### config.mk
export PLATFORM = sky130hd
export DESIGN_NAME = id_issue
export DESIGN_NICKNAME = d
export VERILOG_FILES = /design/src/rtl/id_issue.sv
export SDC_FILE = /design/constraint.sdc
export NUM_CORES = 1
export LEC_CHECK = 0
export CAP_MARGIN = 20
export CORE_UTILIZATION = 40
export CTS_BUF_LIST = sky130_fd_sc_hd__clkbuf_2 sky130_fd_sc_hd__clkbuf_4 sky130_fd_sc_hd__clkbuf_8
export CTS_CLUSTER_SIZE = 30
export DETAILED_ROUTE_END_ITERATION = 6
export REMOVE_ABC_BUFFERS = 1
export SYNTH_ARGS = -nofsm -noshare
export SYNTH_HDL_FRONTEND = slang
export SYNTH_SLANG_ARGS = --single-unit
export TNS_END_PERCENT = 5
### constraint.sdc
create_clock -name clk -period 5.2 [get_ports clk]
set_input_delay 1.04 -clock clk [delete_from_list [all_inputs] [get_ports clk]]
set_output_delay 1.04 -clock clk [all_outputs]
set_load 0.05 [all_outputs]
### src/rtl/id_issue.sv
// Decode/issue stage: register file, main control, immediate and load-use stall.
// Optional macro ID_WB_BYPASS_EN forwards same-cycle writeback data into captured operands.
module id_issue #(
  parameter int DATA_WIDTH = 8,
  parameter int IMM_WIDTH  = 8
) (
  input  logic                  clk,
  input  logic                  rst_n,
  input  logic [31:0]           in_instr,
  input  logic                  in_valid,
  output logic                  in_ready,
  input  logic                  flush,
  input  logic                  wb_en,
  input  logic [4:0]            wb_addr,
  input  logic [DATA_WIDTH-1:0] wb_data,
  output logic                  out_valid,
  input  logic                  out_ready,
  output logic [DATA_WIDTH-1:0] readd1,
  output logic [DATA_WIDTH-1:0] readd2,
  output logic [IMM_WIDTH-1:0]  SignExtendOut,
  output logic [1:0]            ALUop,
  output logic                  ALUSrc,
  output logic [5:0]            funct,
  output logic [4:0]            dest,
  output logic                  RegWrite,
  output logic                  MemRead,
  output logic                  MemWrite,
  output logic                  Branch,
  output logic                  illegal
);

  localparam logic [5:0] OP_R    = 6'h00;
  localparam logic [5:0] OP_LW   = 6'h23;
  localparam logic [5:0] OP_SW   = 6'h2B;
  localparam logic [5:0] OP_BEQ  = 6'h04;
  localparam logic [5:0] OP_ADDI = 6'h08;

  typedef enum logic {S_RUN, S_STALL} state_t;

  function automatic logic [IMM_WIDTH-1:0] f_imm(input logic [31:0] instr);
    logic [31:0] sx;
    sx = {{16{instr[15]}}, instr[15:0]};
    if (IMM_WIDTH <= 16) return instr[IMM_WIDTH-1:0];
    else                 return sx[IMM_WIDTH-1:0];
  endfunction

  logic [DATA_WIDTH-1:0] r_rf [32];
  state_t                r_state;
  state_t                w_state_nxt;

  logic                  r_vld_p1;
  logic [DATA_WIDTH-1:0] r_rd1_p1, r_rd2_p1;
  logic [IMM_WIDTH-1:0]  r_imm_p1;
  logic [1:0]            r_aluop_p1;
  logic                  r_alusrc_p1, r_regwr_p1, r_memrd_p1, r_memwr_p1, r_br_p1;
  logic [5:0]            r_funct_p1;
  logic [4:0]            r_dest_p1;
  logic                  r_illegal;

  logic [5:0]            w_op;
  logic [4:0]            w_rs, w_rt, w_rd;
  logic [1:0]            w_aluop;
  logic                  w_alusrc, w_regwr, w_memrd, w_memwr, w_br;
  logic [4:0]            w_dest;
  logic                  w_uses_rt, w_illegal_op;
  logic [DATA_WIDTH-1:0] w_rd1, w_rd2;
  logic                  w_hazard, w_adv, w_load_dec, w_load_nop;
  logic                  w_unused;

  assign w_op     = in_instr[31:26];
  assign w_rs     = in_instr[25:21];
  assign w_rt     = in_instr[20:16];
  assign w_rd     = in_instr[15:11];
  assign w_unused = ^in_instr[15:6];

  always_comb begin
    w_aluop      = 2'b00;
    w_alusrc     = 1'b0;
    w_regwr      = 1'b0;
    w_memrd      = 1'b0;
    w_memwr      = 1'b0;
    w_br         = 1'b0;
    w_dest       = 5'd0;
    w_uses_rt    = 1'b0;
    w_illegal_op = 1'b0;
    case (w_op)
      OP_R:    begin w_aluop = 2'b10; w_regwr = 1'b1; w_dest = w_rd; w_uses_rt = 1'b1; end
      OP_LW:   begin w_alusrc = 1'b1; w_memrd = 1'b1; w_regwr = 1'b1; w_dest = w_rt; end
      OP_SW:   begin w_alusrc = 1'b1; w_memwr = 1'b1; w_uses_rt = 1'b1; end
      OP_BEQ:  begin w_aluop = 2'b01; w_br = 1'b1; w_uses_rt = 1'b1; end
      OP_ADDI: begin w_alusrc = 1'b1; w_regwr = 1'b1; w_dest = w_rt; end
      default: w_illegal_op = 1'b1;
    endcase
  end

  // Operand read; r0 is never written so it always reads zero.
  always_comb begin
    w_rd1 = r_rf[w_rs];
    w_rd2 = r_rf[w_rt];
`ifdef ID_WB_BYPASS_EN
    if (wb_en && (wb_addr != 5'd0) && (wb_addr == w_rs)) w_rd1 = wb_data;
    if (wb_en && (wb_addr != 5'd0) && (wb_addr == w_rt)) w_rd2 = wb_data;
`endif
  end

  // A NOP already sitting in the output (STALL) cannot raise a load-use hazard.
  assign w_hazard = (r_state == S_RUN) && in_valid && r_vld_p1 && r_memrd_p1 &&
                    (r_dest_p1 != 5'd0) &&
                    ((w_rs == r_dest_p1) || (w_uses_rt && (w_rt == r_dest_p1)));

  always_ff @(posedge clk) begin
    if (!rst_n) r_state <= S_RUN;
    else        r_state <= w_state_nxt;
  end

  always_comb begin
    w_state_nxt = r_state;
    if (flush)      w_state_nxt = S_RUN;
    else if (w_adv) w_state_nxt = w_hazard ? S_STALL : S_RUN;
  end

  always_comb begin
    w_adv      = !r_vld_p1 || out_ready;
    in_ready   = !flush && w_adv && !w_hazard;
    w_load_dec = in_ready && in_valid;
    w_load_nop = !flush && w_adv && w_hazard;
  end

  always_ff @(posedge clk) begin
    if (!rst_n) begin
      for (int i = 0; i < 32; i++) r_rf[i] <= '0;
    end else if (wb_en && (wb_addr != 5'd0)) begin
      r_rf[wb_addr] <= wb_data;
    end
  end

  // Stage p1: registered bundle toward execute.
  always_ff @(posedge clk) begin
    if (!rst_n) begin
      r_vld_p1    <= 1'b0;
      r_rd1_p1    <= '0;
      r_rd2_p1    <= '0;
      r_imm_p1    <= '0;
      r_aluop_p1  <= 2'b00;
      r_alusrc_p1 <= 1'b0;
      r_funct_p1  <= 6'd0;
      r_dest_p1   <= 5'd0;
      r_regwr_p1  <= 1'b0;
      r_memrd_p1  <= 1'b0;
      r_memwr_p1  <= 1'b0;
      r_br_p1     <= 1'b0;
      r_illegal   <= 1'b0;
    end else if (flush) begin
      r_vld_p1 <= 1'b0;
    end else if (w_load_dec) begin
      r_vld_p1    <= 1'b1;
      r_rd1_p1    <= w_illegal_op ? '0 : w_rd1;
      r_rd2_p1    <= w_illegal_op ? '0 : w_rd2;
      r_imm_p1    <= w_illegal_op ? '0 : f_imm(in_instr);
      r_funct_p1  <= w_illegal_op ? 6'd0 : in_instr[5:0];
      r_aluop_p1  <= w_aluop;
      r_alusrc_p1 <= w_alusrc;
      r_dest_p1   <= w_dest;
      r_regwr_p1  <= w_regwr;
      r_memrd_p1  <= w_memrd;
      r_memwr_p1  <= w_memwr;
      r_br_p1     <= w_br;
      r_illegal   <= r_illegal | w_illegal_op;
    end else if (w_load_nop) begin
      r_vld_p1    <= 1'b1;
      r_rd1_p1    <= '0;
      r_rd2_p1    <= '0;
      r_imm_p1    <= '0;
      r_funct_p1  <= 6'd0;
      r_aluop_p1  <= 2'b00;
      r_alusrc_p1 <= 1'b0;
      r_dest_p1   <= 5'd0;
      r_regwr_p1  <= 1'b0;
      r_memrd_p1  <= 1'b0;
      r_memwr_p1  <= 1'b0;
      r_br_p1     <= 1'b0;
    end else if (w_adv) begin
      r_vld_p1 <= 1'b0;
    end
  end

  assign out_valid     = r_vld_p1;
  assign readd1        = r_rd1_p1;
  assign readd2        = r_rd2_p1;
  assign SignExtendOut = r_imm_p1;
  assign ALUop         = r_aluop_p1;
  assign ALUSrc        = r_alusrc_p1;
  assign funct         = r_funct_p1;
  assign dest          = r_dest_p1;
  assign RegWrite      = r_regwr_p1;
  assign MemRead       = r_memrd_p1;
  assign MemWrite      = r_memwr_p1;
  assign Branch        = r_br_p1;
  assign illegal       = r_illegal;

endmodule

# Word-level counts from Yosys, hierarchy flattened
# Memories as Yosys holds them, arrays and structs flattened.
# Cells that the tools add are included.
dict set report totals {
  ramBits 256
  mem_count 1
  wordCells 95
  reg_bits 45
  in_bits 51
}
# name words width read_ports rd_ports_with_merged_regs wr line
set memory_table {}
lappend memory_table {r_rf 32 8 2 0 32 47} ;# logic [DATA_WIDTH-1:0] r_rf [32];
dict set report op_classes {
  eq_ne 6
  reduce_logical 30
  muxes 40
  bitwise_logic 4
}
# cell n
set ops {}
lappend ops {{two-way mux 8 bit} 8}
lappend ops {{two-way mux 1 bit} 22}
lappend ops {{two-way mux 6 bit} 3}
lappend ops {{two-way mux 5 bit} 3}
lappend ops {{== test 6 bit, second input constant} 2}
lappend ops {{logical AND 1 bit} 11}
lappend ops {{== test 5 bit} 2}
lappend ops {{one-hot mux 5 bit (2 select lines)} 1}
lappend ops {{nonzero test 5 bit} 2}
lappend ops {{OR reduction 3 bit} 3}
lappend ops {{OR reduction 8 bit} 1}
lappend ops {{== test 6 x 3 -> 1 bit, second input constant} 1}
lappend ops {{== test 6 x 4 -> 1 bit, second input constant} 1}
lappend ops {{logical NOT 6 bit} 1}
lappend ops {{OR reduction 5 bit} 1}
lappend ops {{two-way mux 2 bit} 2}
lappend ops {{one-hot mux 2 bit (2 select lines)} 1}
lappend ops {{AND reduction 2 bit} 2}
lappend ops {{OR reduction 2 bit} 2}
lappend ops {{logical NOT 1 bit} 3}
lappend ops {{inverter 1 bit} 3}
lappend ops {{nonzero test 3 bit} 1}
lappend ops {{logical OR 1 bit} 2}
lappend ops {{nonzero test 2 bit} 1}
lappend ops {{bitwise OR 1 bit} 1}

# Logic depth before layout (Yosys ltp)
dict set report depth {
  ltp_word 11
  depth_mapped 9
  ltp_nobuf 6
}

# Worst setup path before layout
# Ideal clock, no wire load.
dict set report synth_timing {
  kind {input port to output port}
  start {in in_instr[16]}
  end {out in_ready}
  n_path_buf 2
  required_ps 4160
  t_arrival_ps 2758
  path_stages 7
  setup_slack_ps 1402
  path_cell_list {clkbuf_2 -> xnor2_1 -> nand4_1 -> or4_1 -> a221o_1 -> buf_6 -> and3_1}
}
dict set report synth_between {
  elab_chain_cells 6
}
# element line
set synth_lines {}
lappend synth_lines {{start, declared} 9} ;# input logic [31:0] in_instr,
lappend synth_lines {{== test 5 bit} 109} ;# ((w_rs == r_dest_p1) || (w_uses_rt && (w_rt == r_dest_p1)));
lappend synth_lines {{logical AND 1 bit} 109}
lappend synth_lines {{logical OR 1 bit} 109}
lappend synth_lines {{logical AND 1 bit} 108} ;# (r_dest_p1 != 5'd0) &&
lappend synth_lines {{logical NOT 1 bit} 124} ;# in_ready = !flush && w_adv && !w_hazard;
lappend synth_lines {{logical AND 1 bit} 124}
lappend synth_lines {{end, declared} 11} ;# output logic in_ready,
# Every way passes these cells.

# Worst setup path after layout
dict set report layout_timing {
  start {in in_instr[19]}
  end {out in_ready}
}
# Same word-level chain as after synthesis.

==> metrics.md <==
| Metric | Value |
|---|---|
| Dominant synthesized flop cell | `edfxtp_1` |
| Leak | `around 6.3 nW` |
| Residual DRC | `0` |
| FMAX | `0.2400 GHz` |
| Synth Area in Simple Gates | `15.31%` |
| Core area | `38830 sq um` |
| Compound-gate portion of the synthesized area | `under 10%` |
| Pwr dens | `301.9 nW/um^2` |
| Ant. Diodes | `0` |
| Vias in the first global route | `10.57k` |
| Max VDD drop | `about 0.00017 V` |
| TritonCTS Sinks | `between 200 and 300` |
| CTS Buf Count | `51` |
| Mapped Avg Cell Area | `roughly 13 sq um` |
| # fillers | `3437` |
| Required time of the critical path | `~4.2 ns` |
| Final antenna-violating net count | `0` |
| Hold WS | `0.4498 ns` |
| DR vias | `10.88k` |
| CTS tree | `built` |
| Area of the mapped netlist | `between 15000 and 20000 sq um` |
| First-pass iteration count of the detailed router | `6` |
| H-tree lvl count | `2` |
| Largest net degree at the start of global routing | `57` |
| Gate Count Post-Synth | `~1.2k` |
| Seq/Total Area, Yosys | `53.51%` |
| Post-synthesis adder-cell area fraction | `0%` |
| Synth unique cells | `51` |
| Fin nets | `about 1.4k` |
| Internal | `4.134 mW` |
| Minimum clock period | `4.167 ns` |
| Port Buffer Count | `92` |
| Setup tns final | `0 ns` |
| First-pass GRT wire length | `69720 microns` |
| Synth Area in XOR/XNOR | `less than 1%` |
| DIE HEIGHT | `between 200 and 250 microns` |
| Total power | `roughly 5.5 mW` |
| Inst Count DP | `1768` |
| Skew final | `0.02277 ns` |
| Remaining Overflow, GRT | `0` |
| Clock Root Buffer | `clkbuf_8` |
| DR iter-0 viols | `1385` |
| Post-synthesis mux area share | `19.65%` |
| Hold_buf cts | `0` |
| CP max FO | `2` |
| Sequential power share | `49.7%` |
| WL final | `between 40000 and 50000 microns` |
| Tot GR Track Use | `23.39%` |
| Postcts setup bufs | `0` |
| Worst-path clk slew | `~0.06 ns` |
| Status | `finished clean` |
| DP HPWL | `around 32000 microns` |
| Initial antenna violation count | `0` |
| Synth warnings | `0` |
| P_sw | `1.415 mW` |
| Sw frac | `25.49%` |
| Die width | `approximately 200 microns` |
| Largest family of logic cells by synthesized area | `multiplexers` |
| Final period utilization | `80.13%` |
| CP Launch Type | `input pin` |
| # setup viols final | `0` |
| Worst slew pin tran | `about 1.2 ns` |
| Starting Density | `40.76%` |
| Type of the worst min-delay path | `reg -> reg` |
| Area delta synth->final | `16.15%` |
| CTS Buffer Depth | `3` |
| Crit path kind | `in -> out` |
| Vias per std cell | `5.837` |
| Clk_lat worst skew | `0.58 ns` |
| RSZ-0062 raised after global routing | `no` |
| Rel. slew slack | `22.05%` |
| Worst setup EP type | `primary output` |
| Final instance area | `18380 sq um` |
| Hold Vio Cnt, Final | `0` |
| Die ar. | `40360 sq um` |
| EDFF count, synth | `roughly 260` |
| Combinational power share | `between 10% and 20%` |
| #FFs+latches synth | `295` |
| Post-placement cell area | `17310 sq um` |
| Io pins | `96` |
| Share of layout cells above drive strength 1 | `20.65%` |
| Pins Over Slew Limit | `0` |
| Non-filler instance count after layout | `1864` |
| Clock share of power | `37.9%` |
| Maxcap violations | `0` |
| Post-synthesis async set-or-reset flop share | `0%` |
| Crit path DAT | `~3.1 ns` |
| WL/cell | `25.27 microns` |
| Cell row count | `72` |
| Gpl congestion | `0.8625` |
| Number of gates resized after cts | `0` |
metal layers:
layer / GRT usage [%] / vias up / share of wire (%)
li1: - / 4760 / -
met1: 33.06 / 5508 / 42
met2: 35.99 / 540 / 46
met3: 4.643 / 72 / 8.9
met4: 7.961 / 0 / 2.6
met5: 0 / - / 0
power groups by stage:
stage | Combinational, mW | Sequential [mW] | Clock (mW)
floorplan | 0.336 | 2.78 | 0
global placement | 0.671 | 2.80 | 0
detailed placement | 0.677 | 2.80 | 0
CTS | 0.680 | 2.76 | 2.15
global route | 0.724 | 2.77 | 2.24
finish | 0.689 | 2.76 | 2.10
critical path, cell delays in order:
cell	delay, ns
clkdlybuf4s50_1	0.54
xnor2_1	0.14
nand4_1	0.14
or4_1	0.55
a221o_1	0.36
and3_1	0.17
buf_4	0.18
cell usage after synthesis, drive strengths merged (2+ instances only):
master,n,area (sq um)
a2111oi,4,35.03
a211oi,22,165.2
a21oi,50,250.2
a221oi,3,26.28
a22o,5,43.79
a22oi,13,102.6
a32o,4,40.04
and2,249,1558
and3,5,31.28
buf,41,269.0
clkbuf,63,237.7
dfxtp,39,780.8
edfxtp,256,7687
inv,8,30.03
mux2,10,112.6
mux2i,43,430.4
mux4,114,2567
nand2,52,197.7
nand2b,5,31.28
nand3,14,70.07
nand3b,2,15.01
nand4,10,62.56
nand4b,2,17.52
nor2,44,165.2
nor2b,28,175.2
nor3,4,20.02
o211ai,9,67.56
o21ai,66,330.3
o22ai,6,37.54
o32ai,4,35.03
o41ai,4,35.03
or2,4,25.02
xnor2,6,60.06
xor2,4,35.03
layout by cell type, fill, tap and decap left out, types with 9 or more instances in the layout:
| cell type | n |
|---|---|
| clkdlybuf4s50_1 | 86 |
| mux2_2 | 10 |
| dfxtp_1 | 39 |
| buf_4 | 55 |
| a21oi_1 | 50 |
| clkinv_1 | 9 |
| nor2_1 | 44 |
| mux2i_1 | 43 |
| clkbuf_4 | 18 |
| nand4_1 | 10 |
| nor2b_1 | 28 |
| nand3_1 | 14 |
| a211oi_1 | 22 |
| and2_1 | 249 |
| mux4_2 | 114 |
| a22oi_1 | 12 |
| o211ai_1 | 9 |
| edfxtp_1 | 256 |
| o21ai_1 | 13 |
| nand2_1 | 51 |
| clkbuf_8 | 58 |
| o21ai_0 | 53 |
through the flow:
stage / worst slack, ns / util, %
after floorplan: 1.384 / -
after global placement: 1.007 / 44.55
after detailed placement: 1.017 / 44.59
after CTS: 1.014 / 47.20
after global routing: 0.9443 / 47.34
final: 1.033 / 47.34
registers in the layout (all words and copies together), names as in the netlist:
| signal | cells |
|---|---|
| ALUSrc | 1 |
| ALUop | 2 |
| Branch | 1 |
| MemRead | 1 |
| MemWrite | 1 |
| RegWrite | 1 |
| SignExtendOut | 8 |
| dest | 5 |
| illegal | 1 |
| out_valid | 1 |
| r_rf | 256 |
| r_state | 1 |
| readd1 | 8 |
| readd2 | 8 |
layout make-up:
| cell class | instances | area (sq um) | share of cell area (%) |
|---|---|---|---|
| sequential | 295 | 8468 | 46.07 |
| multi-input combinational | 802 | 6848 | 37.25 |
| timing repair buffer | 147 | 1374 | 7.473 |
| clock buffer | 76 | 933.4 | 5.078 |
| tap | 518 | 648.1 | 3.526 |
| clock inverter | 18 | 81.33 | 0.4424 |
| inverter | 8 | 30.03 | 0.1634 |
final timing paths:
kind | from | endpoint | slack (ns) | depth (start not counted)
worst max-delay path | in_instr[19] | in_ready | 1.03 | 7
worst min-delay path | readd1[2] | readd1[2] | 0.45 | 2
worst max register to register | dest[3] | readd1[7] | 2.67 | 7
worst min register to register | readd1[2] | readd1[2] | 0.45 | 2
cells by family after synthesis:
family | after synthesis
simple gates | 425
flops | 295
compound gates | 192
mux | 167
buf+inv | 112
xor+xnor | 10
other cells | 1
(Power assumes the default switching activity.)
